File: config.mk
export PLATFORM = sky130hd
export DESIGN_NAME = multicycle_control
export DESIGN_NICKNAME = d
export VERILOG_FILES = /design/src/rtl/ctrl_pkg.sv /design/src/rtl/alu_decoder.sv /design/src/rtl/multicycle_control.sv
export SDC_FILE = /design/constraint.sdc
export NUM_CORES = 1
export LEC_CHECK = 0
export BUFFER_PORTS_ARGS = -buffer_cell sky130_fd_sc_hd__buf_4
export CAP_MARGIN = 25
export CELL_PAD_IN_SITES_DETAIL_PLACEMENT = 1
export CELL_PAD_IN_SITES_GLOBAL_PLACEMENT = 1
export CORE_MARGIN = 2
export CORE_UTILIZATION = 26
export DETAILED_ROUTE_END_ITERATION = 16
export PLACE_DENSITY = 0.8
export SYNTH_ARGS = -nofsm -noshare
export SYNTH_HDL_FRONTEND = slang
export SYNTH_SLANG_ARGS = --single-unit
export TNS_END_PERCENT = 5
File: constraint.sdc
create_clock -name clk -period 4.7 [get_ports clk]
set_clock_uncertainty 0.1 [all_clocks]
set_input_delay 0.94 -clock clk [delete_from_list [all_inputs] [get_ports clk]]
set_output_delay 0.94 -clock clk [all_outputs]
set_load 0.1 [all_outputs]
File: src/rtl/ctrl_pkg.sv
// Shared encodings for the multi-cycle RISC-V control unit.
package ctrl_pkg;

  typedef enum logic [3:0] {
    S_FETCH,
    S_DECODE,
    S_MEMADR,
    S_MEMREAD,
    S_MEMWB,
    S_MEMWRITE,
    S_EXECUTER,
    S_EXECUTEI,
    S_ALUWB,
    S_BEQ
  } state_t;

  localparam logic [6:0] OP_LW  = 7'b0000011;
  localparam logic [6:0] OP_SW  = 7'b0100011;
  localparam logic [6:0] OP_R   = 7'b0110011;
  localparam logic [6:0] OP_I   = 7'b0010011;
  localparam logic [6:0] OP_BEQ = 7'b1100011;

  localparam logic [1:0] ALUOP_ADD   = 2'b00;
  localparam logic [1:0] ALUOP_SUB   = 2'b01;
  localparam logic [1:0] ALUOP_FUNCT = 2'b10;

  localparam logic [2:0] ALU_ADD = 3'b000;
  localparam logic [2:0] ALU_SUB = 3'b001;
  localparam logic [2:0] ALU_AND = 3'b010;
  localparam logic [2:0] ALU_OR  = 3'b011;
  localparam logic [2:0] ALU_SLT = 3'b101;

  localparam logic [1:0] IMM_I = 2'b00;
  localparam logic [1:0] IMM_S = 2'b01;
  localparam logic [1:0] IMM_B = 2'b10;

  localparam logic [1:0] RES_ALUOUT    = 2'b00;
  localparam logic [1:0] RES_DATA      = 2'b01;
  localparam logic [1:0] RES_ALURESULT = 2'b10;

  localparam logic [1:0] SRCA_PC    = 2'b00;
  localparam logic [1:0] SRCA_OLDPC = 2'b01;
  localparam logic [1:0] SRCA_REG   = 2'b10;

  localparam logic [1:0] SRCB_REG  = 2'b00;
  localparam logic [1:0] SRCB_IMM  = 2'b01;
  localparam logic [1:0] SRCB_FOUR = 2'b10;

  // True for every opcode that has a dedicated execution path.
  function automatic logic is_supported(input logic [6:0] op);
    return (op == OP_LW) || (op == OP_SW) || (op == OP_R) ||
           (op == OP_I)  || (op == OP_BEQ);
  endfunction

endpackage

File: src/rtl/alu_decoder.sv
// Maps ALUop plus instruction function fields to an ALU control code.
module alu_decoder
  import ctrl_pkg::*;
(
  input  logic [1:0] ALUop,
  input  logic [2:0] funct3,
  input  logic       funct7b5,
  input  logic       op5,
  output logic [2:0] ALUctrl
);

  // Purely combinational decode; every path assigns ALUctrl.
  always_comb begin
    ALUctrl = ALU_ADD;
    case (ALUop)
      ALUOP_ADD: ALUctrl = ALU_ADD;
      ALUOP_SUB: ALUctrl = ALU_SUB;
      ALUOP_FUNCT: begin
        case (funct3)
          3'b000:  ALUctrl = (funct7b5 & op5) ? ALU_SUB : ALU_ADD;
          3'b010:  ALUctrl = ALU_SLT;
          3'b110:  ALUctrl = ALU_OR;
          3'b111:  ALUctrl = ALU_AND;
          default: ALUctrl = ALU_ADD;
        endcase
      end
      default: ALUctrl = ALU_ADD;
    endcase
  end

endmodule

File: src/rtl/multicycle_control.sv
// Multi-cycle sequencer driving a shared ALU and a handshaked memory port.
module multicycle_control
  import ctrl_pkg::*;
(
  input  logic        clk,
  input  logic        rst,
  input  logic [31:0] Instr,
  input  logic        EQ,
  input  logic        MemReady,
  output logic        MemReq,
  output logic        MemWrite,
  output logic        AdrSrc,
  output logic        IRWrite,
  output logic        PCWrite,
  output logic        RegWrite,
  output logic [1:0]  ALUsrcA,
  output logic [1:0]  ALUsrcB,
  output logic [2:0]  ALUctrl,
  output logic [1:0]  ImmSrc,
  output logic [1:0]  ResultSrc,
  output logic        Retire
);

  state_t     state_q, state_d;
  logic [6:0] opcode;
  logic [1:0] aluop;
  logic       unused_instr;

  assign opcode       = Instr[6:0];
  assign unused_instr = ^{Instr[31], Instr[29:15], Instr[11:7]};

  alu_decoder u_alu_decoder (
    .ALUop    (aluop),
    .funct3   (Instr[14:12]),
    .funct7b5 (Instr[30]),
    .op5      (Instr[5]),
    .ALUctrl  (ALUctrl)
  );

  // State register with synchronous reset to FETCH.
  always_ff @(posedge clk) begin
    if (rst) state_q <= S_FETCH;
    else     state_q <= state_d;
  end

  // Next-state sequencing; memory states wait for MemReady.
  always_comb begin
    state_d = state_q;
    case (state_q)
      S_FETCH:    if (MemReady) state_d = S_DECODE;
      S_DECODE: begin
        case (opcode)
          OP_LW, OP_SW: state_d = S_MEMADR;
          OP_R:         state_d = S_EXECUTER;
          OP_I:         state_d = S_EXECUTEI;
          OP_BEQ:       state_d = S_BEQ;
          default:      state_d = S_FETCH;
        endcase
      end
      S_MEMADR:   state_d = (opcode == OP_SW) ? S_MEMWRITE : S_MEMREAD;
      S_MEMREAD:  if (MemReady) state_d = S_MEMWB;
      S_MEMWB:    state_d = S_FETCH;
      S_MEMWRITE: if (MemReady) state_d = S_FETCH;
      S_EXECUTER: state_d = S_ALUWB;
      S_EXECUTEI: state_d = S_ALUWB;
      S_ALUWB:    state_d = S_FETCH;
      S_BEQ:      state_d = S_FETCH;
      default:    state_d = S_FETCH;
    endcase
  end

  // Output decode; reset forces enables low and selects to their FETCH values.
  always_comb begin
    MemReq    = 1'b0;
    MemWrite  = 1'b0;
    AdrSrc    = 1'b0;
    IRWrite   = 1'b0;
    PCWrite   = 1'b0;
    RegWrite  = 1'b0;
    Retire    = 1'b0;
    ALUsrcA   = SRCA_PC;
    ALUsrcB   = SRCB_REG;
    aluop     = ALUOP_ADD;
    ImmSrc    = IMM_I;
    ResultSrc = RES_ALUOUT;
    if (rst) begin
      ALUsrcB   = SRCB_FOUR;
      ResultSrc = RES_ALURESULT;
    end else begin
      case (state_q)
        S_FETCH: begin
          MemReq    = 1'b1;
          ALUsrcB   = SRCB_FOUR;
          ResultSrc = RES_ALURESULT;
          IRWrite   = MemReady;
          PCWrite   = MemReady;
        end
        S_DECODE: begin
          ALUsrcA = SRCA_OLDPC;
          ALUsrcB = SRCB_IMM;
          case (opcode)
            OP_SW:   ImmSrc = IMM_S;
            OP_BEQ:  ImmSrc = IMM_B;
            default: ImmSrc = IMM_I;
          endcase
          Retire = !is_supported(opcode);
        end
        S_MEMADR: begin
          ALUsrcA = SRCA_REG;
          ALUsrcB = SRCB_IMM;
          ImmSrc  = (opcode == OP_SW) ? IMM_S : IMM_I;
        end
        S_MEMREAD: begin
          MemReq = 1'b1;
          AdrSrc = 1'b1;
        end
        S_MEMWB: begin
          ResultSrc = RES_DATA;
          RegWrite  = 1'b1;
          Retire    = 1'b1;
        end
        S_MEMWRITE: begin
          MemReq   = 1'b1;
          MemWrite = 1'b1;
          AdrSrc   = 1'b1;
          Retire   = MemReady;
        end
        S_EXECUTER: begin
          ALUsrcA = SRCA_REG;
          ALUsrcB = SRCB_REG;
          aluop   = ALUOP_FUNCT;
        end
        S_EXECUTEI: begin
          ALUsrcA = SRCA_REG;
          ALUsrcB = SRCB_IMM;
          aluop   = ALUOP_FUNCT;
        end
        S_ALUWB: begin
          RegWrite = 1'b1;
          Retire   = 1'b1;
        end
        S_BEQ: begin
          ALUsrcA = SRCA_REG;
          ALUsrcB = SRCB_REG;
          aluop   = ALUOP_SUB;
          PCWrite = EQ;
          Retire  = 1'b1;
        end
        default: ;
      endcase
    end
  end

endmodule

Word level (Yosys, flattened, before mapping)
Index checks and enable logic that the tools add are counted.

operators by class
  equal/unequal tests = 22
  reductions and logical operators = 16
  muxes and demuxes = 35
  bitwise logic cells = 1

operators with widths
  kind                number
  $pmux 2 s2          6
  $pmux 4 s6          1
  $eq 4x3->1 const B  4
  $pmux 4 s4          1
  $eq 7x6->1 const B  2
  $mux 1              14
  $mux 4              3
  $pmux 3 s4          1
  $mux 2              5
  $reduce_or 3->1     3
  $eq 4x2->1 const B  2
  $eq 4x4->1 const B  2
  $reduce_or 2->1     4
  $eq 7x2->1 const B  1
  $eq 7x5->1 const B  1
  $eq 7x7->1 const B  1
  $eq 3x3->1 const B  2
  $ne 2x2->1 const B  3
  $pmux 3 s2          1
  $eq 4x1->1 const B  1
  $logic_not 4->1     1
  $logic_or 1x1->1    4
  $reduce_or 4->1     1
  $eq 3x2->1 const B  1
  9 further kinds     9

storage, ports and cells
  bits in registers = 4
  word-level logic and storage cells = 75
  output and inout bits = 18
  bits of input ports = 36

Logic depth before layout (Yosys ltp)
Gate-level depths: netlist of run 1.

  word-level depth = 8
  depth in mapped cells = 8
  mapped depth without buffers = 7

Modules after synthesis
From an unflattened synthesis of run 1, not the netlist that was laid out.

unflattened totals
  cells, all modules = 91
  area, all modules = 633.1 um2

modules (own cells, without submodules)
  module              seq. area each (um2)  cells each  instances  area an instance (um2)
  multicycle_control  80.1                  80          1          536.8
  alu_decoder         0.0                   11          1          96.3

Least setup slack after synthesis of run 1
Ideal clock, no wire load.

  path kind = input-to-output
  from = input port MemReady
  to = output port PCWrite
  data required time = 3660 ps
  path buffers = 0
  cell stages on the path = 2
  slack = -2031 ps
  data arrival time = 5691 ps
  cells stage by stage = nand2_1 -> a2111oi_0

on the way
  word-level cells in the longest chain between the ends = 2

ends and longest elaborated chain
  element             line                      RTL
  start: declaration  multicycle_control.sv:9   input logic MemReady,
  $pmux 1 s2          multicycle_control.sv:90  case (state_q)
  $mux 1              multicycle_control.sv:86  if (rst) begin
  end: declaration    multicycle_control.sv:14  output logic PCWrite,

Every way passes these cells.

Worst setup path in the final report of run 1
  from = input port rst
  to = output port ALUctrl[0]

on the way
  word-level cells in the longest chain between the ends = 3
  elaborated cells on any way between the ends = 4
  classes of those cells = 2 x eq/ne; 2 x mux

ends and longest elaborated chain
  element                                   line                      RTL
  start: declaration                        multicycle_control.sv:6   input logic rst,
  $mux 2 (*)                                multicycle_control.sv:86
  $eq 2x2->1 or $eq 2x1->1 (tied branches)  alu_decoder.sv:15         case (ALUop)
  $pmux 3 s2 (*)                            alu_decoder.sv:15
  end: declaration                          multicycle_control.sv:18  output logic [2:0] ALUctrl,

Mark *: on every way between the ends. The rest lies on a longest branch, timed or not.

==> flow_summary.json, run 1 <==
{
  "status": "finished clean",
  "endpoint_kind": "output pin",
  "power.total_uw": 151,
  "top_layer_used": "met4",
  "ant_nets": 0,
  "core-area_um2": 2430,
  "post-place-ws_ns": 1.31,
  "grt_overflow": 0,
  "crit_slowest_cell": "buf_4",
  "finalHoldViolations": 0,
  "crit_chain": "buf_4, nor2_1, nand3_1, inv_1, ha_1, nor2b_1, o21ai_0, a21oi_1, buf_4",
  "htreeDepth": 1,
  "grt_pass1_wl_mm": 3.61,
  "antenna_found_initial": 0,
  "area_growth_pct": 40.9,
  "slowest_delay_ns": 0.30,
  "synth_edf_count": 0,
  "largest_registers": "state_q: 4 flops",
  "postCtsSetupRepairBufs": 0,
  "cts_root_buf": "clkbuf_4",
  "hold_path.class": "flop to flop",
  "top_register": "state_q",
  "postSynthCellCount": 93,
  "dr.first_iter.drc_count": 9,
  "setup_viol": 0,
  "setup_slack_ns": 1.30,
  "rsz0062_at_grt": "no",
  "synth.distinct_cells": 41,
  "crit_type": "primary input to output pin",
  "path_delay_family": "buffers and inverters",
  "slew_headroom": 0.532,
  "ys.flop_type": "dfxtp_1",
  "largest_reg_flops": 4,
  "rrSetupSlack_ns": 3.08,
  "avgViaCountPerCell": 5.42,
  "min_period_over_period": 0.724,
  "vdd_ir_drop_max_mv": 0.114,
  "dieArea_um2": 2950,
  "maxCapViolations": 0,
  "powerDensity_nw_per_um2": 163,
  "power_leakage_uw": 0.000405,
  "routed-wl-met2_um": 992,
  "grt_pass1_vias": 799,
  "fin_crit_ns": 3.40,
  "n_fill_cell": 318,
  "wire_per_inst_um": 14.3,
  "fmax_mhz": 294,
  "crit_arrival_ns": 2.36,
  "start_util": 0.271,
  "grt_max_degree": 22,
  "clock_sinks": 4,
  "ios": 54,
  "vias": 813,
  "dpl_cell_area_um2": 905,
  "rows": 18,
  "crit_path_frequent_cell": "buf_4",
  "slew_viol_final": 0,
  "drtPass1Iterations": 4,
  "die_x_um": 54.3,
  "synth_async_sr_flop_share": 0,
  "netlist_area_um2": 658,
  "cts_tree": "built",
  "critPathMaxFanout": 9,
  "syn_area_per_cell_um2": 7.08,
  "drc": 0,
  "final_cell_mix": "buf_4, nand2b_1, a21oi_1",
  "wl_met1_um": 973,
  "critPathRequiredTime_ns": 3.66,
  "io_buffers": 32,
  "gp_congestion": 0.758,
  "numCtsBuffers": 3,
  "synth_nets": 131,
  "critPathLaunchType": "primary input",
  "drive_above_1_share": 0.358,
  "clk_pin_slew_worst_paths_ns": 0.04,
  "clock_path_buffers": 2,
  "grt_usage": 0.171,
  "final_common_cell": "buf_4",
  "hpwl_mm": 1.61,
  "cts_hold_buf": 0,
  "clock_latency_ns": 0.25,
  "synth_seq_cells": 4,
  "diodes": 0,
  "final_nets": 160,
  "finalInstanceArea_um2": 927,
  "synth_seq_area_share": 0.122,
  "holdWs_ns": 0.626,
  "cts_resized": 0,
  "yosys_warnings": 0,
  "tightestPinTransition_ns": 0.701,
  "wl_met3_um": 116,
  "wirelength_mm": 2.15,
  "worst-path-buf-inv": 3,
  "die_y_um": 54.3
}
Yosys cell counts (all sizes together), types with 3 or more instances:
cell type / count / area (µm²)
nand2b: 9 / 56.3
a21oi: 7 / 35.0
buf: 6 / 32.5
nor2: 5 / 18.8
nor2b: 5 / 31.3
and3b: 4 / 35.0
dfxtp: 4 / 80.1
inv: 4 / 15.0
nand2: 4 / 15.0
nor3: 4 / 20.0
nand3: 3 / 15.0
o21ai: 3 / 15.0
per-layer routing:
| metal | global-route usage | up-vias |
|---|---|---|
| met2 | 0.269 | 24 |
| met1 | 0.214 | 381 |
| li1 | - | 401 |
| met3 | 0.0355 | 7 |
| met4 | 0.0958 | 0 |
| met5 | 0 | - |
report_power, final:
part           leakage [µW]  switching (µW)  internal (µW)
registers         0.0000325            3.68           34.8
clock network     0.0000138            18.7           28.9
logic              0.000359            43.6           21.5
stage by stage:
stage	instances	setup TNS, ns	utilization
after global placement	147	0	0.372
final	150	0	0.381
after floorplan	93	-1.96	-
after CTS	150	0	0.381
after detailed placement	147	0	0.372
after global routing	150	0	0.381
tightest hold or removal path, cell delays in order (launching register included):
cell and delay [ns]:
dfxtp_1 0.47, nand2_1 0.14, a21oi_1 0.06
final cells by class:
cell class                 count  area (µm²)  area share
sequential                     4        80.1      0.0864
clock buffer                   3        22.5      0.0243
timing repair buffer          32         240       0.259
multi-input combinational     77         532       0.574
inverter                       4        15.0      0.0162
tap                           30        37.5      0.0405
final timing paths:
path                                  from         end  cells after the start
worst min-delay path            state_q[2]  state_q[3]                      2
worst min register to register  state_q[2]  state_q[3]                      2
worst max register to register  state_q[0]  state_q[2]                      3
worst max-delay path                   rst  ALUctrl[0]                      9
kinds of logic after synthesis:
logic type      after synthesis  synth area share
xor+xnor                      1            0.0133
compound gates               23             0.240
simple gates                 51             0.504
buf+inv                      12            0.0836
fa+ha+maj                     2            0.0380
flops                         4             0.122
No activity file was read; power rests on OpenSTA's default activity.
==> run 2: changes to the inputs <==
--- a/config.mk
+++ b/config.mk
@@ -10,9 +10,9 @@
 export CELL_PAD_IN_SITES_DETAIL_PLACEMENT = 1
 export CELL_PAD_IN_SITES_GLOBAL_PLACEMENT = 1
 export CORE_MARGIN = 2
-export CORE_UTILIZATION = 26
+export CORE_UTILIZATION = 22
 export DETAILED_ROUTE_END_ITERATION = 16
-export PLACE_DENSITY = 0.8
+export PLACE_DENSITY = 0.72
 export SYNTH_ARGS = -nofsm -noshare
 export SYNTH_HDL_FRONTEND = slang
 export SYNTH_SLANG_ARGS = --single-unit
==> constraint.sdc (replaced) <==
create_clock -name clk -period 2.9 [get_ports clk]
set_clock_uncertainty 0.1 [all_clocks]
set_input_delay 0.58 -clock clk [delete_from_list [all_inputs] [get_ports clk]]
set_output_delay 0.58 -clock clk [all_outputs]
set_load 0.1 [all_outputs]
==> run 2 against run 1 <==
  * Non-clock buffer count increased by 4
  * The flow now finishes with violations (design-rule violations)
  * Clock power increased by 52%
  * Sequential share of layout area decreased by 0.30 points
  * Register-to-register slack got worse by 1.9 ns
  * Largest cell class unchanged
  * Sequential power increased by 54%
  * Power increased by 61%
  * Global-route usage decreased by 2.8 points
  * Critical path depth decreased by 4
  * Hold slack got worse by 0.054 ns
  * Via count increased by 3.3%
  * Largest power group unchanged
  * Count of clock-buffer cells in the layout unchanged
  * Worst setup slack got worse by 1.1 ns
==> flow_summary.json, run 2 (synthesized netlist as in run 1, its figures left out) <==
{
  "status": "finished, violations left",
  "violations": "design-rule violations",
  "largest_registers": "state_q: 4 flops",
  "slew_viol_final": 0,
  "rsz0062_at_grt": "no",
  "area_growth_pct": 48.3,
  "crit_slowest_cell": "dfxtp_1",
  "crit_chain": "or3b_4, or3_4, inv_2, and3_1, buf_4",
  "htreeDepth": 1,
  "fin_crit_ns": 2.72,
  "ant_nets": 0,
  "drive_above_1_share": 0.411,
  "core-area_um2": 2810,
  "path_delay_family": "simple AND/OR/NAND/NOR gates",
  "slowest_delay_ns": 0.51,
  "endpoint_kind": "output pin",
  "power_leakage_uw": 0.000428,
  "drc": 1,
  "critPathMaxFanout": 11,
  "dieArea_um2": 3450,
  "maxCapViolations": 0,
  "final_cell_mix": "buf_4, nand2b_1, a21oi_1",
  "ios": 54,
  "hpwl_mm": 1.80,
  "wirelength_mm": 2.25,
  "crit_type": "flop to output pin",
  "clock_latency_ns": 0.24,
  "fmax_mhz": 367,
  "grt_pass1_vias": 874,
  "slew_headroom": 0.771,
  "clock_sinks": 4,
  "hold_path.class": "primary input to flop",
  "min_delay_path_depth": 3,
  "min_period_over_period": 0.939,
  "hold_start": "Instr[6]",
  "critPathRequiredTime_ns": 2.22,
  "grt_pass1_wl_mm": 3.89,
  "final_nets": 164,
  "die_x_um": 58.7,
  "grt_usage": 0.143,
  "vdd_ir_drop_max_mv": 0.0859,
  "r2r-start": "state_q[0]",
  "cts_tree": "built",
  "clk_pin_slew_worst_paths_ns": 0.04,
  "rr_worst_depth": 4,
  "die_y_um": 58.7,
  "drtPass1Iterations": 10,
  "postLayoutCoreUtil": 0.348,
  "start_util": 0.235,
  "rows": 19,
  "io_buffers": 32,
  "grt_max_degree": 19,
  "clock_path_buffers": 2,
  "reg2reg_to": "state_q[2]",
  "rrSetupSlack_ns": 1.23,
  "numCtsBuffers": 3,
  "antenna_found_initial": 0,
  "setup_viol": 0,
  "cts_hold_buf": 0,
  "min_to": "state_q[1]",
  "largest_reg_flops": 4,
  "avgViaCountPerCell": 5.42,
  "dr.first_iter.drc_count": 17,
  "powerDensity_nw_per_um2": 250,
  "cts_root_buf": "clkbuf_4",
  "grt_overflow": 0,
  "worst-path-buf-inv": 2,
  "instances_no_fill": 155,
  "wire_per_inst_um": 14.5,
  "dp.cells": 152,
  "final_common_cell": "buf_4",
  "crit_arrival_ns": 2.04,
  "gp_congestion": 0.861,
  "vias": 840,
  "top_register": "state_q",
  "diodes": 0,
  "holdWs_ns": 0.572,
  "finalHoldViolations": 0,
  "critPathLaunchType": "flop",
  "tightestPinTransition_ns": 0.342
}
==> run 2: layout make-up <==
cell class	instances	area, µm²
fillers	370	1830
multi-input cells	77	548
repair buffers	36	270
flip-flops and latches	4	81.3
well taps	31	38.8
clock buffers	3	22.5
inverters	4	15.0
==> run 2: routing by layer <==
metal | global-route usage | wire length, µm
met4 | 0.0390 | 10
met3 | 0.0220 | 126
met2 | 0.258 | 1160
met5 | 0 | 0
met1 | 0.175 | 949
==> run 2: repair_timing <==
item / CTS / global route
endpoints found under the hold margin: 0 / 0
endpoints found under the setup margin: 0 / 1
buffers inserted: 0 / 0
resized for setup: 0 / 1
==> run 2: worst max path at each step <==
stage | from | end | depth (start not counted)
floorplan | rst | IRWrite | 3
CTS | state_q[3] | ALUctrl[2] | 6
detailed placement | rst | ALUctrl[2] | 7
global route | rst | ALUctrl[2] | 7
finish | state_q[0] | ImmSrc[1] | 5
global placement | rst | ALUctrl[2] | 7
==> run 2: worst min-delay path: stages <==
cell	delay, ns
buf_4	0.11
nand3b_1	0.10
a21oi_1	0.06
==> run 2: power by group <==
part / switching, µW / leakage (µW) / internal, µW
clock: 26.0 / 0.0000138 / 46.5
combinational: 75.0 / 0.000381 / 36.8
sequential: 2.95 / 0.0000330 / 56.4
==> run 2: stage by stage <==
step	setup slack, ns	power (µW)	TNS (ns)	area (µm²)
final	0.176	244	0	976
after global routing	0.0676	259	0	976
after CTS	0.156	246	0	975
after detailed placement	0.228	173	0	952
after global placement	0.244	170	0	952
after floorplan	-0.857	137	-6.04	683
==> run 3: changes to the inputs <==
--- a/config.mk
+++ b/config.mk
@@ -5,12 +5,13 @@
 export SDC_FILE = /design/constraint.sdc
 export NUM_CORES = 1
 export LEC_CHECK = 0
+export ABC_AREA = 1
 export BUFFER_PORTS_ARGS = -buffer_cell sky130_fd_sc_hd__buf_4
 export CAP_MARGIN = 25
 export CELL_PAD_IN_SITES_DETAIL_PLACEMENT = 1
 export CELL_PAD_IN_SITES_GLOBAL_PLACEMENT = 1
 export CORE_MARGIN = 2
-export CORE_UTILIZATION = 22
+export CORE_UTILIZATION = 19
 export DETAILED_ROUTE_END_ITERATION = 16
 export PLACE_DENSITY = 0.72
 export SYNTH_ARGS = -nofsm -noshare
==> run 3 against run 2 <==
  * Sequential power increased by 2%
  * Worst setup slack improved by 0.091 ns
  * The flow now finishes without violations
  * Final cell count is 12% higher
  * Register-to-register slack improved by 0.34 ns
  * Power grew 8.0%
  * Critical path depth grew 2
  * Synthesized area decreased by 12%
  * Utilization fell by 5.0 points
  * Clock power is 10% lower
  * Largest power group unchanged
  * First-iteration DRC count is 24% lower
  * Wire length is 15% lower
  * Non-clock buffer count shrank 4
==> flow_summary.json, run 3 <==
{
  "status": "finished clean",
  "setup_slack_ns": 0.267,
  "final_cell_mix": "buf_4, nand2_1, inv_1",
  "grt_usage": 0.124,
  "gp_congestion": 0.795,
  "yosysTopAreaCell": "nand2_1",
  "drtPass1Iterations": 4,
  "core-area_um2": 2980,
  "grt_pass1_vias": 809,
  "die_y_um": 59.3,
  "vdd_ir_drop_max_mv": 0.152,
  "ys.flop_type": "dfxtp_1",
  "final_nets": 181,
  "postSynthCellCount": 108,
  "start_util": 0.195,
  "wire_per_inst_um": 11.0,
  "clk_pin_slew_worst_paths_ns": 0.03,
  "cts_tree": "built",
  "crit_slowest_cell": "dfxtp_1",
  "htreeDepth": 1,
  "cts_hold_buf": 0,
  "crit_path_frequent_cell": "nor2_1",
  "antenna_found_initial": 0,
  "crit_chain": "nand2_1, nor2_1, inv_1, nor2_1, ha_1, nor3_2, buf_4",
  "clock_sinks": 4,
  "clock_path_buffers": 2,
  "synth.distinct_cells": 22,
  "clock_latency_ns": 0.23,
  "instances_no_fill": 174,
  "yosysMostFrequentCell": "nand2_1",
  "dieArea_um2": 3510,
  "synth.area.top_cells": "nand2_1, inv_1, dfxtp_1",
  "synth_seq_area_share": 0.138,
  "cts_resized": 0,
  "ant_nets": 0,
  "area_growth_pct": 53.0,
  "fin_crit_ns": 2.63,
  "setup_viol": 0,
  "dp.cells": 171,
  "synth_edf_count": 0,
  "io_buffers": 32,
  "yosys_warnings": 0,
  "synth_nets": 146,
  "netlist_area_um2": 581,
  "numCtsBuffers": 3,
  "crit_arrival_ns": 1.95,
  "synth_seq_cells": 4,
  "tightestPinTransition_ns": 0.281,
  "rsz0062_at_grt": "no",
  "postCtsSetupRepairBufs": 0,
  "final_common_cell": "buf_4",
  "syn_area_per_cell_um2": 5.38,
  "slowest_delay_ns": 0.45,
  "critPathMaxFanout": 5,
  "ios": 54,
  "cts_root_buf": "clkbuf_4",
  "rrSetupSlack_ns": 1.57,
  "diodes": 0,
  "largest_registers": "state_q: 4 flops",
  "yosysTopAreaCellShare": 0.149,
  "largest_reg_flops": 4,
  "hpwl_mm": 1.70,
  "maxCapViolations": 0,
  "critPathRequiredTime_ns": 2.22,
  "fmax_mhz": 380,
  "wirelength_mm": 1.92,
  "finalHoldViolations": 0,
  "post-place-ws_ns": 0.354,
  "min_period_over_period": 0.908,
  "grt_max_degree": 16,
  "n_fill_cell": 394,
  "drc": 0,
  "slew_headroom": 0.814,
  "avgViaCountPerCell": 4.48,
  "grt_overflow": 0,
  "power.total_uw": 263,
  "dr.first_iter.drc_count": 13,
  "hold_path.class": "flop to flop",
  "crit_type": "flop to output pin",
  "vias": 780,
  "slew_viol_final": 0,
  "power_leakage_uw": 0.000472,
  "endpoint_kind": "output pin",
  "top_register": "state_q",
  "die_x_um": 59.3,
  "drive_above_1_share": 0.348,
  "powerDensity_nw_per_um2": 296,
  "rows": 20,
  "grt_pass1_wl_mm": 3.40,
  "critPathLaunchType": "flop",
  "synth_async_sr_flop_share": 0,
  "synthTopCellsByCount": "nand2_1, inv_1, nor2_1, nand3_1"
}
-- run 3: layout make-up --
type,instances,area (µm²),area share
inverters,25,93.8,0.106
clock buffers,3,22.5,0.0254
flip-flops and latches,4,80.1,0.0901
multi-input cells,77,410,0.462
well taps,33,41.3,0.0465
repair buffers,32,240,0.270
-- run 3: final timing paths --
check | start | to | cells past startpoint
setup reg to reg | state_q[2] | state_q[0] | 7
hold reg to reg | state_q[2] | state_q[2] | 2
hold / removal | state_q[2] | state_q[2] | 2
setup / recovery | state_q[2] | ALUctrl[2] | 7
-- run 3: report_power, final --
part | internal [µW] | switching [µW]
sequential | 57.1 | 3.46
clock | 46.0 | 19.0
combinational | 36.7 | 101
-- run 3: metal layers --
| layer | part of all wire | GRT usage | up-vias |
|---|---|---|---|
| met5 | 0 | 0 | - |
| met4 | 0 | 0.0292 | 0 |
| met3 | 0.040 | 0.0284 | 0 |
| met2 | 0.52 | 0.218 | 15 |
| met1 | 0.44 | 0.152 | 359 |
| li1 | - | - | 406 |
-- run 3: cells by family after synthesis --
group           count (synthesis)  share of synthesized area
simple gates                   60                      0.476
buf+inv                        27                      0.181
compound gates                 15                      0.162
flops                           4                      0.138
fa+ha+maj                       2                     0.0431
-- run 3: critical path: cells and delay by family (launching register included) --
kind / cells / cell delay [ns]
and+or+nand+nor: 4 / 0.63
buffers and inverters: 2 / 0.38
DFF: 1 / 0.45
adders and majority gates: 1 / 0.27
-- run 3: metrics by stage --
| step | utilization | hold WS, ns | TNS, ns | instance area, µm² |
|---|---|---|---|---|
| 2_1_floorplan | - | 0.425 | -2.30 | 596 |
| 3_3_place_gp | 0.291 | 0.445 | 0 | 866 |
| 3_5_place_dp | 0.291 | 0.477 | 0 | 866 |
| 4_1_cts | 0.298 | 0.480 | 0 | 888 |
| 5_1_grt | 0.298 | 0.504 | 0 | 888 |
| 6_report | 0.298 | 0.479 | 0 | 888 |
